==> config.mk <==
export PLATFORM = sky130hd
export DESIGN_NAME = uart_rx_deserializer
export DESIGN_NICKNAME = d
export VERILOG_FILES = /design/src/rtl/uart_rx_deserializer.sv
export SDC_FILE = /design/constraint.sdc
export NUM_CORES = 1
export LEC_CHECK = 0
export ABC_CLOCK_PERIOD_IN_PS = 2120
export BUFFER_PORTS_ARGS = -buffer_cell sky130_fd_sc_hd__clkbuf_2
export CORE_MARGIN = 2
export CORE_UTILIZATION = 53
export CTS_CLUSTER_SIZE = 30
export DETAILED_ROUTE_END_ITERATION = 8
export PLACE_DENSITY_LB_ADDON = 0.15
export REMOVE_ABC_BUFFERS = 1
export SETUP_SLACK_MARGIN = 0.15
export SLEW_MARGIN = 20
export SYNTH_ARGS = -nofsm -noshare
export SYNTH_HDL_FRONTEND = slang
export SYNTH_SLANG_ARGS = --single-unit
==> constraint.sdc <==
create_clock -name CLK100MHZ -period 2.12 [get_ports CLK100MHZ]
set_input_delay 0.212 -clock CLK100MHZ [delete_from_list [all_inputs] [get_ports CLK100MHZ]]
set_output_delay 0.212 -clock CLK100MHZ [all_outputs]
set_load 0.02 [all_outputs]
==> src/rtl/uart_rx_deserializer.sv <==
// 8N1 UART receiver: 2-FF synchronizer, mid-bit sampling FSM and a one-entry
// valid/ready output buffer with framing-error and overrun pulses.
module uart_rx_deserializer #(
  parameter int unsigned CLK_FREQ_HZ = 100_000_000,
  parameter int unsigned BAUD_RATE   = 115200,
  parameter int unsigned DATA_BITS   = 8
) (
  input  logic                 CLK100MHZ,
  input  logic                 rst_p,
  input  logic                 uart_rxd,
  output logic [DATA_BITS-1:0] rx_data,
  output logic                 rx_valid,
  input  logic                 rx_ready,
  output logic                 frame_err,
  output logic                 overrun
);

  localparam int unsigned ClksPerBit = CLK_FREQ_HZ / BAUD_RATE;
  localparam int unsigned HalfBit    = ClksPerBit / 2;
  localparam int unsigned CntW       = $clog2(ClksPerBit);
  localparam int unsigned IdxW       = (DATA_BITS > 1) ? $clog2(DATA_BITS) : 1;

  localparam logic [CntW-1:0] HalfLoad = CntW'(HalfBit - 1);
  localparam logic [CntW-1:0] BitLoad  = CntW'(ClksPerBit - 1);
  localparam logic [IdxW-1:0] LastIdx  = IdxW'(DATA_BITS - 1);

  typedef enum logic [2:0] {
    StIdle,
    StStart,
    StData,
    StStop,
    StWaitIdle
  } state_e;

  state_e                 state_q, state_d;
  logic                   sync1_q, sync2_q;
  logic [CntW-1:0]        cnt_q, cnt_d;
  logic [IdxW-1:0]        idx_q, idx_d;
  logic [DATA_BITS-1:0]   shift_q, shift_d;
  logic [DATA_BITS-1:0]   data_q, data_d;
  logic                   valid_q, valid_d;
  logic                   frame_err_q, frame_err_d;
  logic                   overrun_q, overrun_d;
  logic                   rxd_s;
  logic                   issue;

  // Line idles high, so the synchronizer resets to 1 to avoid a false start.
  always_ff @(posedge CLK100MHZ or posedge rst_p) begin
    if (rst_p) begin
      sync1_q <= 1'b1;
      sync2_q <= 1'b1;
    end else begin
      sync1_q <= uart_rxd;
      sync2_q <= sync1_q;
    end
  end

  assign rxd_s = sync2_q;

  always_ff @(posedge CLK100MHZ or posedge rst_p) begin
    if (rst_p) begin
      state_q     <= StIdle;
      cnt_q       <= '0;
      idx_q       <= '0;
      shift_q     <= '0;
      data_q      <= '0;
      valid_q     <= 1'b0;
      frame_err_q <= 1'b0;
      overrun_q   <= 1'b0;
    end else begin
      state_q     <= state_d;
      cnt_q       <= cnt_d;
      idx_q       <= idx_d;
      shift_q     <= shift_d;
      data_q      <= data_d;
      valid_q     <= valid_d;
      frame_err_q <= frame_err_d;
      overrun_q   <= overrun_d;
    end
  end

  always_comb begin
    state_d     = state_q;
    cnt_d       = cnt_q;
    idx_d       = idx_q;
    shift_d     = shift_q;
    data_d      = data_q;
    valid_d     = valid_q;
    frame_err_d = 1'b0;
    overrun_d   = 1'b0;
    issue       = 1'b0;

    if (valid_q && rx_ready) begin
      valid_d = 1'b0;
    end

    unique case (state_q)
      StIdle: begin
        if (!rxd_s) begin
          cnt_d   = HalfLoad;
          state_d = StStart;
        end
      end
      StStart: begin
        if (cnt_q == '0) begin
          if (!rxd_s) begin
            idx_d   = '0;
            cnt_d   = BitLoad;
            state_d = StData;
          end else begin
            state_d = StIdle;
          end
        end else begin
          cnt_d = cnt_q - 1'b1;
        end
      end
      StData: begin
        if (cnt_q == '0) begin
          shift_d[idx_q] = rxd_s;
          cnt_d          = BitLoad;
          if (idx_q == LastIdx) begin
            state_d = StStop;
          end else begin
            idx_d = idx_q + 1'b1;
          end
        end else begin
          cnt_d = cnt_q - 1'b1;
        end
      end
      StStop: begin
        // Return to idle mid-stop-bit so back-to-back frames are not lost.
        if (cnt_q == '0) begin
          if (rxd_s) begin
            issue   = 1'b1;
            state_d = StIdle;
          end else begin
            frame_err_d = 1'b1;
            state_d     = StWaitIdle;
          end
        end else begin
          cnt_d = cnt_q - 1'b1;
        end
      end
      StWaitIdle: begin
        if (rxd_s) begin
          state_d = StIdle;
        end
      end
      default: state_d = StIdle;
    endcase

    if (issue) begin
      if (!valid_q || rx_ready) begin
        data_d  = shift_q;
        valid_d = 1'b1;
      end else begin
        overrun_d = 1'b1;
      end
    end
  end

  assign rx_data   = data_q;
  assign rx_valid  = valid_q;
  assign frame_err = frame_err_q;
  assign overrun   = overrun_q;

endmodule

==> out/summary.txt, run 1 <==
Detailed Routing Iterations Pass 1 -> 4
Final Skew -> 5.714 ps
DR WL/cell -> 17.11 um
H-tree depth -> 2
Syn_area_per_cell -> 11.34 um2
Filler cells -> 231
Max VDD drop -> 482.4 uV
CP Depth -> 7
Largest net degree at the start of global routing -> 38
Worst Hold Class -> input port to flip-flop
F_max -> 0.4776 GHz
LEAKAGE -> 1.141 nW
Root buffer cell -> clkbuf_4
RSZ-0062 raised after global routing -> yes
Sequential cell area fraction in the yosys report -> 0.4787
Vias in the first global route -> 1,445
Gpl congestion -> 0.8289
Setup TNS -> 0 ps
WP data required -> 2360 ps
Slowest stage delay, CP -> 480 ps
Commonest non-fill, non-tap cell in the layout -> dfrtp_1
Routed Antenna Nets -> 0
Max_slew headroom -> 0.6426
Reg2Reg Depth -> 7
Yosys Warn Count -> 0
Layout area overhead -> 27.74%
Diode count -> 0
Synth cell types -> 51
Vias/cell -> 6.039
Clock sink total -> 37
Most frequent cells in the layout -> 34 x dfrtp_1, 16 x nor2_1, 15 x buf_4
Setup-failing EPs final -> 0
Post-route DRC -> 0
DRT Wirelength -> 4396 um
Cell Area, Synth -> 0.001939 mm2
Antenna violations before repair -> 0
Initial drt markers -> 107
Vias -> 1,552
Site Rows -> 21
Core footprint -> 0.003416 mm2
Total die area -> 0.004159 mm2
Insertion delay to the later sink of the worst-skew pair -> 340 ps
Die X -> 64.49 um
RR Startpoint -> cnt_q[1]
Final Max Slew Viols -> 0
Worst-path cell with the longest stage delay -> or4_4
CTS tree -> built
Die H -> 64.49 um
TritonCTS buffer count -> 5
Final Hold Vio Count -> 0
CTS max path bufs -> 2
Worst r2r dst -> shift_q[1]
Final period util -> 0.9876
Post-Place Cells -> 241
Worst setup endpoint -> shift_q[1]
Clk slew on worst S/H paths -> 110 ps
WS Path Type -> flip-flop to flip-flop
Final core utilization -> 0.7253
Total of max-cap violations -> 0
Critical Path Sink Type -> flip-flop
Delay-heaviest family, CP -> simple AND/OR/NAND/NOR gates
First-pass GRT wire length -> 6796 um
# port buffers -> 14
Post-synth EDFFs -> 0
Total congestion overflow -> 0
Power per Cell Area -> 507.2 mW/mm2
Fin cells -> 257
Starting Density -> 0.5678
Maximum net fanout on the critical path -> 4
Leading register cell type out of synthesis -> dfrtp_1
CP arrival -> 2330 ps
GRT Resource Usage Total -> 0.2133
Final setup margin -> 26.28 ps
Worst-Margin Slew -> 530.4 ps
CP Launch Type -> flip-flop
Syn Inst Count -> 171
Synth Register Bits -> 37
Minimum clock period -> 2094 ps
Async S/R FF share, synth -> 1.000
Crit path launch -> cnt_q[1]
Layout net count -> 218
Reg2Reg Setup Slack -> 30 ps
Pre-CTS WS -> -20.76 ps
# IOs -> 15
CP cell instances -> inv_2 -> ha_4 -> nor3b_4 -> nand3_4 -> or4_4 -> nor3b_2 -> mux2_1
Buf/Inv on CP -> 1
Run status -> complete, no violations
HPWL after DPL -> 2705 um
Layout cell share with drive strength beyond 1 -> 0.4597
[where the power goes]
part	internal [mW]	total (mW)	switching, mW
combinational	0.00869	0.0287	0.0200
sequential	0.709	0.711	0.00219
clock	0.280	0.517	0.236
[cells by family after synthesis]
| group | synth area share |
|---|---|
| AO/OA/AOI/OAI | 0.1490 |
| XOR/XNOR | 0.004517 |
| buffers and inverters | 0.04064 |
| flip-flops | 0.4787 |
| adder cells (fa/ha/maj) | 0.02581 |
| multiplexers | 0.09871 |
| AND/OR/NAND/NOR | 0.2026 |
[per-stage QoR]
stage                     instance area [um2]  hold slack (ps)  power [mW]
after floorplan                          1894            216.5      0.7394
after global placement                   2135            299.5      0.7502
after detailed placement                 2135            302.0      0.7510
after CTS                                2323            177.7       1.263
after global routing                     2477            168.0       1.305
final                                    2477            175.8       1.256
[per-layer routing]
metal | share of wire | vias to the layer above | GRT usage
li1 | - | 711 | -
met1 | 0.44 | 755 | 0.3014
met2 | 0.48 | 69 | 0.3320
met3 | 0.052 | 17 | 0.04167
met4 | 0.030 | 0 | 0.07181
met5 | 0 | - | 0
[layout make-up]
type	instances	area, um2	share of cell area
clock buffer	6	51.30	0.02071
clock inverter	2	37.54	0.01515
inverter	9	33.78	0.01364
multi-input combinational	120	1097	0.4429
sequential	37	929.6	0.3753
tap	46	57.56	0.02323
timing repair buffer	37	270.3	0.1091
[repair_timing]
action	4_1_cts	5_1_grt
hold buffers	2	0
resized for setup	13	33
endpoints found under the hold margin	36	0
setup buffers	4	2
pin swaps	6	13
endpoints found under the setup margin	26	29
[sequential cells by signal (all words and copies together) (netlist names)]
| register | flops |
|---|---|
| cnt_q | 10 |
| rx_data | 8 |
| shift_q | 8 |
| idx_q | 3 |
| state_q | 3 |
| frame_err | 1 |
| overrun | 1 |
| rx_valid | 1 |
| rxd_s | 1 |
| sync1_q | 1 |
[synthesized netlist by cell type (3+ instances only)]
library cell / count / area (um2)
a22o_1: 4 / 35.03
o21ai_0: 6 / 30.03
a21oi_1: 12 / 60.06
nor2_1: 17 / 63.81
mux2_1: 3 / 33.78
ha_1: 4 / 50.05
a21o_1: 3 / 22.52
dfrtp_1: 35 / 875.8
inv_1: 9 / 33.78
nand3_1: 3 / 15.01
mux2_2: 14 / 157.7
nand2_1: 9 / 33.78
[tightest hold or removal path, stage by stage]
cell,delay (ps)
clkbuf_2,80
nand2b_1,140
nand2_1,60
[how the worst min path moves through the flow]
| stage | cells past startpoint | from | endpoint |
|---|---|---|---|
| 6_report | 3 | rx_ready | rx_valid |
| 5_1_grt | 3 | rx_ready | overrun |
| 4_1_cts | 3 | rx_ready | rx_valid |
| 3_5_place_dp | 1 | uart_rxd | sync1_q |
| 3_3_place_gp | 1 | uart_rxd | sync1_q |
| 2_1_floorplan | 0 | uart_rxd | sync1_q |
Power figures use the tool's default switching activity.
==> run 2: changes to the inputs <==
PLACE_DENSITY = 0.75   (was default)
PLACE_DENSITY_LB_ADDON = default   (was 0.15)
==> out/summary.txt, run 2 (same netlist as run 1, synthesis figures left out) <==
Diode count -> 0 (unchanged)
Pre-CTS WS -> -64.30 ps (-43.54 ps)
P_int -> 0.8484 mW (-15%)
Initial drt markers -> 130 (+21%)
LEAKAGE -> 1.116 nW (-2.2%)
Buf/Inv on CP -> 1 (unchanged)
Power per Cell Area -> 455.8 mW/mm2 (-10%)
Routed Antenna Nets -> 0 (unchanged)
CP arrival -> 2320 ps (about the same)
Post-Place Cells -> 240 (-0.41%)
Sw frac -> 0.2248 (+0.01904)
Layout area overhead -> 23.81%
Critical Path Sink Type -> flip-flop
Max reg flops -> 10 (unchanged)
Root buffer cell -> clkbuf_4
Vias/cell -> 5.950 (-1.5%)
Filler cells -> 250 (+8.2%)
Final Skew -> 5.186 ps (-0.5275 ps)
# IOs -> 15 (unchanged)
Final setup margin -> 51.65 ps (+25.37 ps)
DR WL/cell -> 17.03 um (-0.41%)
Sw Pwr -> 0.2460 mW (-4.8%)
Reg2Reg Depth -> 7 (unchanged)
Delay-heaviest family, CP -> simple AND/OR/NAND/NOR gates
HPWL after DPL -> 2738 um (+1.2%)
Clock share of power -> 0.324 (-0.087)
GRT Resource Usage Total -> 0.2204 (+0.007104)
Total die area -> 0.004159 mm2 (unchanged)
Die H -> 64.49 um (unchanged)
Starting Density -> 0.5678 (unchanged)
Detailed Routing Iterations Pass 1 -> 4 (unchanged)
Gpl congestion -> 0.8439 (+1.8%)
Combinational share of power -> 0.024 (about the same)
Final core utilization -> 0.7029 (-0.02234)
TritonCTS buffer count -> 5 (unchanged)
CP Depth -> 7 (unchanged)
Clock sink total -> 37 (unchanged)
Total congestion overflow -> 0 (unchanged)
CP cell instances -> inv_2 -> ha_4 -> nor3b_4 -> nand3_4 -> or4_4 -> nor3b_4 -> mux2_4
RSZ-0062 raised after global routing -> yes
Worst-path cell with the longest stage delay -> or4_4
Max VDD drop -> 379.9 uV (-21%)
Final Hold Vio Count -> 0 (unchanged)
Maximum net fanout on the critical path -> 4 (unchanged)
CTS max path bufs -> 2 (unchanged)
Layout net count -> 222 (+1.8%)
Antenna violations before repair -> 0 (unchanged)
Reg2Reg Setup Slack -> 50 ps (+30 ps)
Layout cell share with drive strength beyond 1 -> 0.4372 (-0.02251)
Minimum clock period -> 2068 ps (-25.37 ps)
Largest net degree at the start of global routing -> 38 (unchanged)
Vias -> 1,553 (+0.064%)
H-tree depth -> 2 (unchanged)
Most flops, register -> cnt_q
WS Path Type -> flip-flop to flip-flop
Crit-path most repeated cell -> nor3b_4
F_max -> 0.4835 GHz (+1.2%)
Setup TNS -> 0 ps (unchanged)
Site Rows -> 21 (unchanged)
Total of max-cap violations -> 0 (unchanged)
Post-route DRC -> 0 (unchanged)
Vias in the first global route -> 1,488 (+3.0%)
Seq pwr share -> 0.651 (+0.085)
CP Launch Type -> flip-flop
Final period util -> 0.9756 (-0.01197)
Run status -> complete, no violations
Hold path depth -> 3 (unchanged)
Worst Hold Class -> input port to flip-flop
Total Power -> 1.094 mW (-13%)
Most frequent cells in the layout -> 33 x dfrtp_1, 21 x buf_4, 15 x nor2_1
Final Max Slew Viols -> 0 (unchanged)
Commonest non-fill, non-tap cell in the layout -> dfrtp_1
First-pass GRT wire length -> 6962 um (+2.4%)
Worst-Margin Slew -> 488.0 ps (-42.42 ps)
Die X -> 64.49 um (unchanged)
# port buffers -> 14 (unchanged)
Setup-failing EPs final -> 0 (unchanged)
Clk slew on worst S/H paths -> 100 ps (about the same)
CTS tree -> built
WP data required -> 2370 ps (about the same)
Slowest stage delay, CP -> 480 ps (about the same)
Fin cells -> 261 (+1.6%)
Insertion delay to the later sink of the worst-skew pair -> 350 ps (about the same)
Core footprint -> 0.003416 mm2 (unchanged)
Max_slew headroom -> 0.6716 (+0.02902)
DRT Wirelength -> 4446 um (+1.1%)
run 2: through the flow:
stage,instance area (um2),hold WS (ps)
after global routing,2401,171.9
after floorplan,1894,216.5
after global placement,2127,301.5
after detailed placement,2127,302.0
final,2401,161.4
after CTS,2283,166.2
run 2: routing by layer:
layer / part of all wire / up-vias / routed length [um] / track usage
li1: - / 717 / - / -
met1: 0.43 / 769 / 1934 / 0.2680
met2: 0.50 / 55 / 2204 / 0.3763
met3: 0.050 / 12 / 222 / 0.06944
met4: 0.019 / 0 / 84 / 0.06649
met5: 0 / - / 0 / 0
run 2: final cells by class:
class / instances / area, um2 / area share
clock buffer: 8 / 48.80 / 0.02032
inverter: 9 / 33.78 / 0.01407
multi-input combinational: 121 / 1049 / 0.4367
sequential: 37 / 930.9 / 0.3877
tap: 46 / 57.56 / 0.02397
timing repair buffer: 40 / 281.5 / 0.1172
run 2: power by group through the flow:
stage	registers [mW]	logic, mW	clock network (mW)
final	0.713	0.0266	0.355
after global routing	0.714	0.0307	0.399
after CTS	0.713	0.0259	0.363
after detailed placement	0.727	0.0228	0
after global placement	0.727	0.0220	0
after floorplan	0.725	0.0145	0
run 2: tightest hold or removal path, delay by kind of cell:
kind | cells | cell delay [ps]
simple gates | 2 | 200
buf+inv | 1 | 70
run 2: path summary, 6_finish.rpt:
kind	from	end
worst max-delay path	cnt_q[0]	shift_q[1]
worst min-delay path	rx_ready	overrun
worst max register to register	cnt_q[0]	shift_q[1]
worst min register to register	sync1_q	rxd_s
max in group asynchronous	rst_p	state_q[0]
min in group asynchronous	rst_p	idx_q[0]
run 2: repair_timing:
item | CTS | global route
setup buffers | 4 | 6
hold buffers | 2 | 0
gates resized for setup | 15 | 14
hold endpoints to repair | 36 | 0
endpoints found under the setup margin | 26 | 28
cloned | 0 | 1
pin swaps | 5 | 8
